[src/rtl/lsu_mem_port.sv]
// Load/store unit: computes base+offset, rejects illegal/misaligned/out-of-range
// requests, strobes the cache port for one cycle and returns a response via valid/ready.
module lsu_mem_port #(
    parameter int unsigned MEM_BYTES = 1024
) (
    input  logic        clk,
    input  logic        rst,
    input  logic        req_valid,
    output logic        req_ready,
    input  logic        req_is_load,
    input  logic        req_is_store,
    input  logic [2:0]  req_funct3,
    input  logic [31:0] req_base,
    input  logic [31:0] req_offset,
    input  logic [31:0] req_wdata,
    input  logic [4:0]  req_rd,
    output logic        resp_valid,
    input  logic        resp_ready,
    output logic [4:0]  resp_rd,
    output logic [31:0] resp_data,
    output logic        resp_fault,
    output logic [31:0] mem_address,
    output logic [31:0] mem_write,
    output logic        mem_is_read,
    output logic        mem_is_write,
    output logic [2:0]  mem_mode,
    input  logic [31:0] mem_read
);

    localparam logic [31:0] MEM_BYTES_W = 32'(MEM_BYTES);

    typedef enum logic [1:0] {IDLE, ACCESS, CAPTURE, RESP} state_t;

    state_t      state_q, state_d;
    logic        resp_fault_q, resp_fault_d;
    logic [31:0] resp_data_q, resp_data_d;
    logic [4:0]  resp_rd_q, resp_rd_d;
    logic [31:0] mem_address_q, mem_address_d;
    logic [31:0] mem_write_q, mem_write_d;
    logic [2:0]  mem_mode_q, mem_mode_d;
    logic        is_load_q, is_load_d;

    logic [31:0] addr;
    logic [2:0]  size;
    logic        load_f3_ok;
    logic        store_f3_ok;
    logic        fault;

    assign addr = req_base + req_offset;

    always_comb begin
        size        = 3'd0;
        load_f3_ok  = 1'b0;
        store_f3_ok = 1'b0;
        case (req_funct3)
            3'b000: begin size = 3'd1; load_f3_ok = 1'b1; store_f3_ok = 1'b1; end
            3'b001: begin size = 3'd2; load_f3_ok = 1'b1; store_f3_ok = 1'b1; end
            3'b010: begin size = 3'd4; load_f3_ok = 1'b1; store_f3_ok = 1'b1; end
            3'b100: begin size = 3'd1; load_f3_ok = 1'b1; end
            3'b101: begin size = 3'd2; load_f3_ok = 1'b1; end
            default: begin size = 3'd0; end
        endcase
    end

    // An illegal funct3 yields size 0, but that request already faults on the mode check.
    always_comb begin
        fault = 1'b0;
        if (req_is_load == req_is_store) fault = 1'b1;
        if (req_is_load && !load_f3_ok) fault = 1'b1;
        if (req_is_store && !store_f3_ok) fault = 1'b1;
        if (size == 3'd2 && addr[0] != 1'b0) fault = 1'b1;
        if (size == 3'd4 && addr[1:0] != 2'b00) fault = 1'b1;
        if (addr > (MEM_BYTES_W - {29'd0, size})) fault = 1'b1;
    end

    always_comb begin
        state_d       = state_q;
        resp_fault_d  = resp_fault_q;
        resp_data_d   = resp_data_q;
        resp_rd_d     = resp_rd_q;
        mem_address_d = mem_address_q;
        mem_write_d   = mem_write_q;
        mem_mode_d    = mem_mode_q;
        is_load_d     = is_load_q;
        case (state_q)
            IDLE: begin
                if (req_valid) begin
                    resp_rd_d   = req_rd;
                    resp_data_d = 32'd0;
                    if (fault) begin
                        resp_fault_d = 1'b1;
                        state_d      = RESP;
                    end else begin
                        resp_fault_d  = 1'b0;
                        mem_address_d = addr;
                        mem_write_d   = req_wdata;
                        mem_mode_d    = req_funct3;
                        is_load_d     = req_is_load;
                        state_d       = ACCESS;
                    end
                end
            end
            ACCESS: begin
                state_d = is_load_q ? CAPTURE : RESP;
            end
            // The cache registers its read data, so it is valid one cycle after the strobe.
            CAPTURE: begin
                resp_data_d = mem_read;
                state_d     = RESP;
            end
            RESP: begin
                if (resp_ready) state_d = IDLE;
            end
            default: state_d = IDLE;
        endcase
    end

    always_ff @(posedge clk) begin
        if (rst) begin
            state_q       <= IDLE;
            resp_fault_q  <= 1'b0;
            resp_data_q   <= 32'd0;
            resp_rd_q     <= 5'd0;
            mem_address_q <= 32'd0;
            mem_write_q   <= 32'd0;
            mem_mode_q    <= 3'd0;
            is_load_q     <= 1'b0;
        end else begin
            state_q       <= state_d;
            resp_fault_q  <= resp_fault_d;
            resp_data_q   <= resp_data_d;
            resp_rd_q     <= resp_rd_d;
            mem_address_q <= mem_address_d;
            mem_write_q   <= mem_write_d;
            mem_mode_q    <= mem_mode_d;
            is_load_q     <= is_load_d;
        end
    end

    assign req_ready    = (state_q == IDLE);
    assign resp_valid   = (state_q == RESP);
    assign resp_rd      = resp_rd_q;
    assign resp_data    = resp_data_q;
    assign resp_fault   = resp_fault_q;
    assign mem_address  = mem_address_q;
    assign mem_write    = mem_write_q;
    assign mem_mode     = mem_mode_q;
    // Gating with rst keeps a reset cycle from ever reaching the cache.
    assign mem_is_read  = (state_q == ACCESS) && is_load_q && !rst;
    assign mem_is_write = (state_q == ACCESS) && !is_load_q && !rst;

endmodule

[config.mk]
export PLATFORM = sky130hd
export DESIGN_NAME = lsu_mem_port
export DESIGN_NICKNAME = d
export VERILOG_FILES = /design/src/rtl/lsu_mem_port.sv
export SDC_FILE = /design/constraint.sdc
export NUM_CORES = 1
export LEC_CHECK = 0
export CORE_UTILIZATION = 49
export CTS_BUF_LIST = sky130_fd_sc_hd__clkbuf_4
export DETAILED_ROUTE_END_ITERATION = 8
export GPL_ROUTABILITY_DRIVEN = 0
export GPL_TIMING_DRIVEN = 1
export PLACE_DENSITY = 0.91
export SYNTH_ARGS = -nofsm -noshare
export SYNTH_HDL_FRONTEND = slang
export SYNTH_SLANG_ARGS = --single-unit
[constraint.sdc]
create_clock -name clk -period 11.55 [get_ports clk]
set_input_delay 1.7325 -clock clk [delete_from_list [all_inputs] [get_ports clk]]
set_output_delay 1.7325 -clock clk [all_outputs]
set_load 0.05 [all_outputs]
==> out/qor.txt <==
CP endpoint kind = register
asr flop ratio synth = 0%
number of max-cap violations = 0
Lkg Pwr = 3.31 nW
cell area power density = 126 nW/µm²
Max stage delay on crit path = 0.63 ns
clk slew on worst S/H paths = 0.15 ns
Max Slew Vio Count = 0
synthesized flop and latch total = 108
largest delay contributor family on the critical path = compound AO/OA/AOI/OAI gates
first-pass GRT wire length = 31700 µm
Cells after DPL = 1171
Cell variety after synth = 66
Critical Path AT = 6.52 ns
cell mode on critical path = ha_1
Nets = 1202
Vias = 7149
worst slack, placed = 5.05 ns
footprint of the multi-input gates = 3930 µm²
first-pass iteration count of the detailed router = 6
Longest Clk Path Bufs = 2
Starting Density = 50.3%
Final Hold Vio Count = 0
Worst Path Buf+Inv = 2
GRT overflow = 0
outcome = finished clean
height of the chip = 116 µm
die outline width = 116 µm
Total Power = 0.00115 W
Achievable Freq = 0.163 GHz
worst vdd ir = 153 µV
Std-Cell Rows = 41
Starting DRT DRC Count = 778
area delta synth->final = 42.8%
Final Cycle Share = 53.0%
CP max FO = 37
Ports = 251
Hold WS = 0.472 ns
Worst slew margin = 51.7%
sequential element share of the synthesized area = 33.9%
mapped cell area = 6370 µm²
final wirelength = 21100 µm
Finished Layout Cells = 1187
CTS Buf Count = 9
Tmin final = 6.12 ns
leading cell types in the layout, fill and taps excluded = 249 x clkdlybuf4s50_1, 108 x dfxtp_1, 94 x a21oi_1, 81 x o21ai_0, 64 x nor2_1
sequential standard cell area = 2160 µm²
Sink Count = 108
share of cells above drive strength 1 = 3.65%
CTS root buffer = clkbuf_4
Syn. warnings = 0
GRT Total Usage = 30.1%
DIE AREA = 13500 µm²
Worst-Skew Late Latency = 0.48 ns
syn_nets = 986
Cells after Synth = 794
ant diodes = 0
setup ws final = 5.43 ns
Detail Placement HPWL = 15600 µm
Layout fillers = 1001
# hold bufs at CTS = 0
RSZ-0062 raised after global routing = no
Req. time, crit path = 11.95 ns
crit path cell chain = clkdlybuf4s50_1 > ha_1 > o211ai_1 > o21ai_0 > nand3_1 > nand2_1 > xor2_1 > ha_1 > nand3b_1 > mux2i_1 > a2111oi_0 > o31a_1 > o2111ai_1 > nor4_4 > buf_4 > nand4_1 > a21oi_1
Syn Area/Cell = 8.03 µm²
Vias/cell = 6.02
H-tree levels = 3
vias in the first global route = 6491
pin count of the biggest net entering global routing = 62
worst min path class = register to register
post-route setup TNS = 0 ns
input/output buffers = 250
wire length per cell = 17.8 µm
CTS tree = done
Final setup viols = 0
Core Area = 12700 µm²
Worst Skew = 0.0194 ns
Post-synth EDFFs = 0
Worst path slowest cell = nor4_4
final antenna-violating net count = 0
Synth Flop Type = dfxtp_1
initial antenna violation count = 0
DRC viols = 0
commonest non-fill, non-tap cell in the layout = clkdlybuf4s50_1
kind of critical path = input pin to register
Post-CTS Resized = 0
Post-CTS Setup Inserts = 0
crit start category = input pin
Least-Margin Pin Slew = 0.722 ns
[synthesized netlist by cell type (3+ instances only)]
library cell | n | area, µm²
a2111oi_0 | 3 | 26.3
a211oi_1 | 10 | 75.1
a21o_1 | 10 | 75.1
a21oi_1 | 95 | 475
a221oi_1 | 3 | 26.3
a22oi_1 | 34 | 255
and2_1 | 4 | 25.0
and3_1 | 4 | 25.0
buf_2 | 6 | 30.0
clkbuf_1 | 44 | 165
dfxtp_1 | 108 | 2160
ha_1 | 49 | 613
inv_1 | 25 | 93.8
nand2_1 | 54 | 203
nand2b_1 | 3 | 18.8
nand3_1 | 11 | 55.1
nand4_1 | 54 | 338
nor2_1 | 65 | 244
nor3_1 | 14 | 70.1
nor3b_1 | 23 | 173
nor4_1 | 4 | 25.0
o2111ai_1 | 5 | 43.8
o211ai_1 | 6 | 45.0
o21a_1 | 7 | 52.6
o21ai_0 | 81 | 405
or3_1 | 6 | 37.5
xnor2_1 | 10 | 87.6
xor2_1 | 10 | 87.6
[area by class of cell]
type | count | share of cell area, %
multi-input combinational | 608 | 43.2
timing repair buffer | 258 | 28.1
sequential | 108 | 23.8
tap | 172 | 2.36
inverter | 25 | 1.03
clock buffer | 11 | 0.907
clock inverter | 5 | 0.660
[report_power, final]
part           total (W)  switching [W]  internal, W
sequential      0.000417      0.0000169     0.000400
combinational   0.000534       0.000339     0.000195
clock           0.000195       0.000123    0.0000718
total            0.00115       0.000479     0.000667
[worst reg2reg max path, cell delays in order, from the launching register on]
cell     delay [ns]
dfxtp_1        0.36
inv_1          0.13
ha_1           0.34
inv_1          0.16
nor2_4         0.46
buf_4          0.43
nand4_1        0.14
a21oi_1        0.18
[layer usage]
metal / wire length (µm) / share of wire, % / up-vias / GRT usage [%]
met3: 2200 / 10 / 55 / 9.62
li1: - / - / 3386 / -
met2: 9910 / 47 / 399 / 49.4
met5: 0 / 0 / - / 0
met4: 569 / 2.7 / 0 / 10.0
met1: 8460 / 40 / 3309 / 37.2
[state kept, by name, summed over array words and instances (netlist names)]
name,count
resp_fault,1
state_q,2
mem_write,32
mem_mode,3
is_load_q,1
resp_rd,5
resp_data,32
mem_address,32
[final timing paths]
kind | cells after the start | slack (ns) | end | startpoint
setup / recovery | 17 | 5.43 | mem_write[21]$_SDFFE_PP0P_ | req_base[4]
hold / removal | 2 | 0.47 | resp_rd[0]$_SDFFE_PP0P_ | resp_rd[0]$_SDFFE_PP0P_
setup reg to reg | 7 | 9.27 | mem_write[3]$_SDFFE_PP0P_ | state_q[0]$_SDFFE_PP0P_
hold reg to reg | 2 | 0.47 | resp_rd[0]$_SDFFE_PP0P_ | resp_rd[0]$_SDFFE_PP0P_
[kinds of logic (layout without fill, tap and decap cells)]
| logic type | after synthesis | after routing | share of synthesized area, % |
|---|---|---|---|
| AO/OA/AOI/OAI | 280 | 280 | 27.1 |
| AND/OR/NAND/NOR | 255 | 255 | 20.7 |
| flip-flops | 108 | 108 | 33.9 |
| buffers and inverters | 78 | 299 | 4.91 |
| adder cells (fa/ha/maj) | 50 | 50 | 9.93 |
| XOR/XNOR | 21 | 21 | 3.10 |
| multiplexers | 2 | 2 | 0.314 |
[metrics by stage]
step                      util (%)  cell area, µm²
final                         71.8            9100
after global routing          71.8            9100
after CTS                     71.8            9100
after detailed placement      70.7            8960
after global placement        70.7            8960
after floorplan                  -            6370
Note: power is estimated with default switching activity, not from simulation.
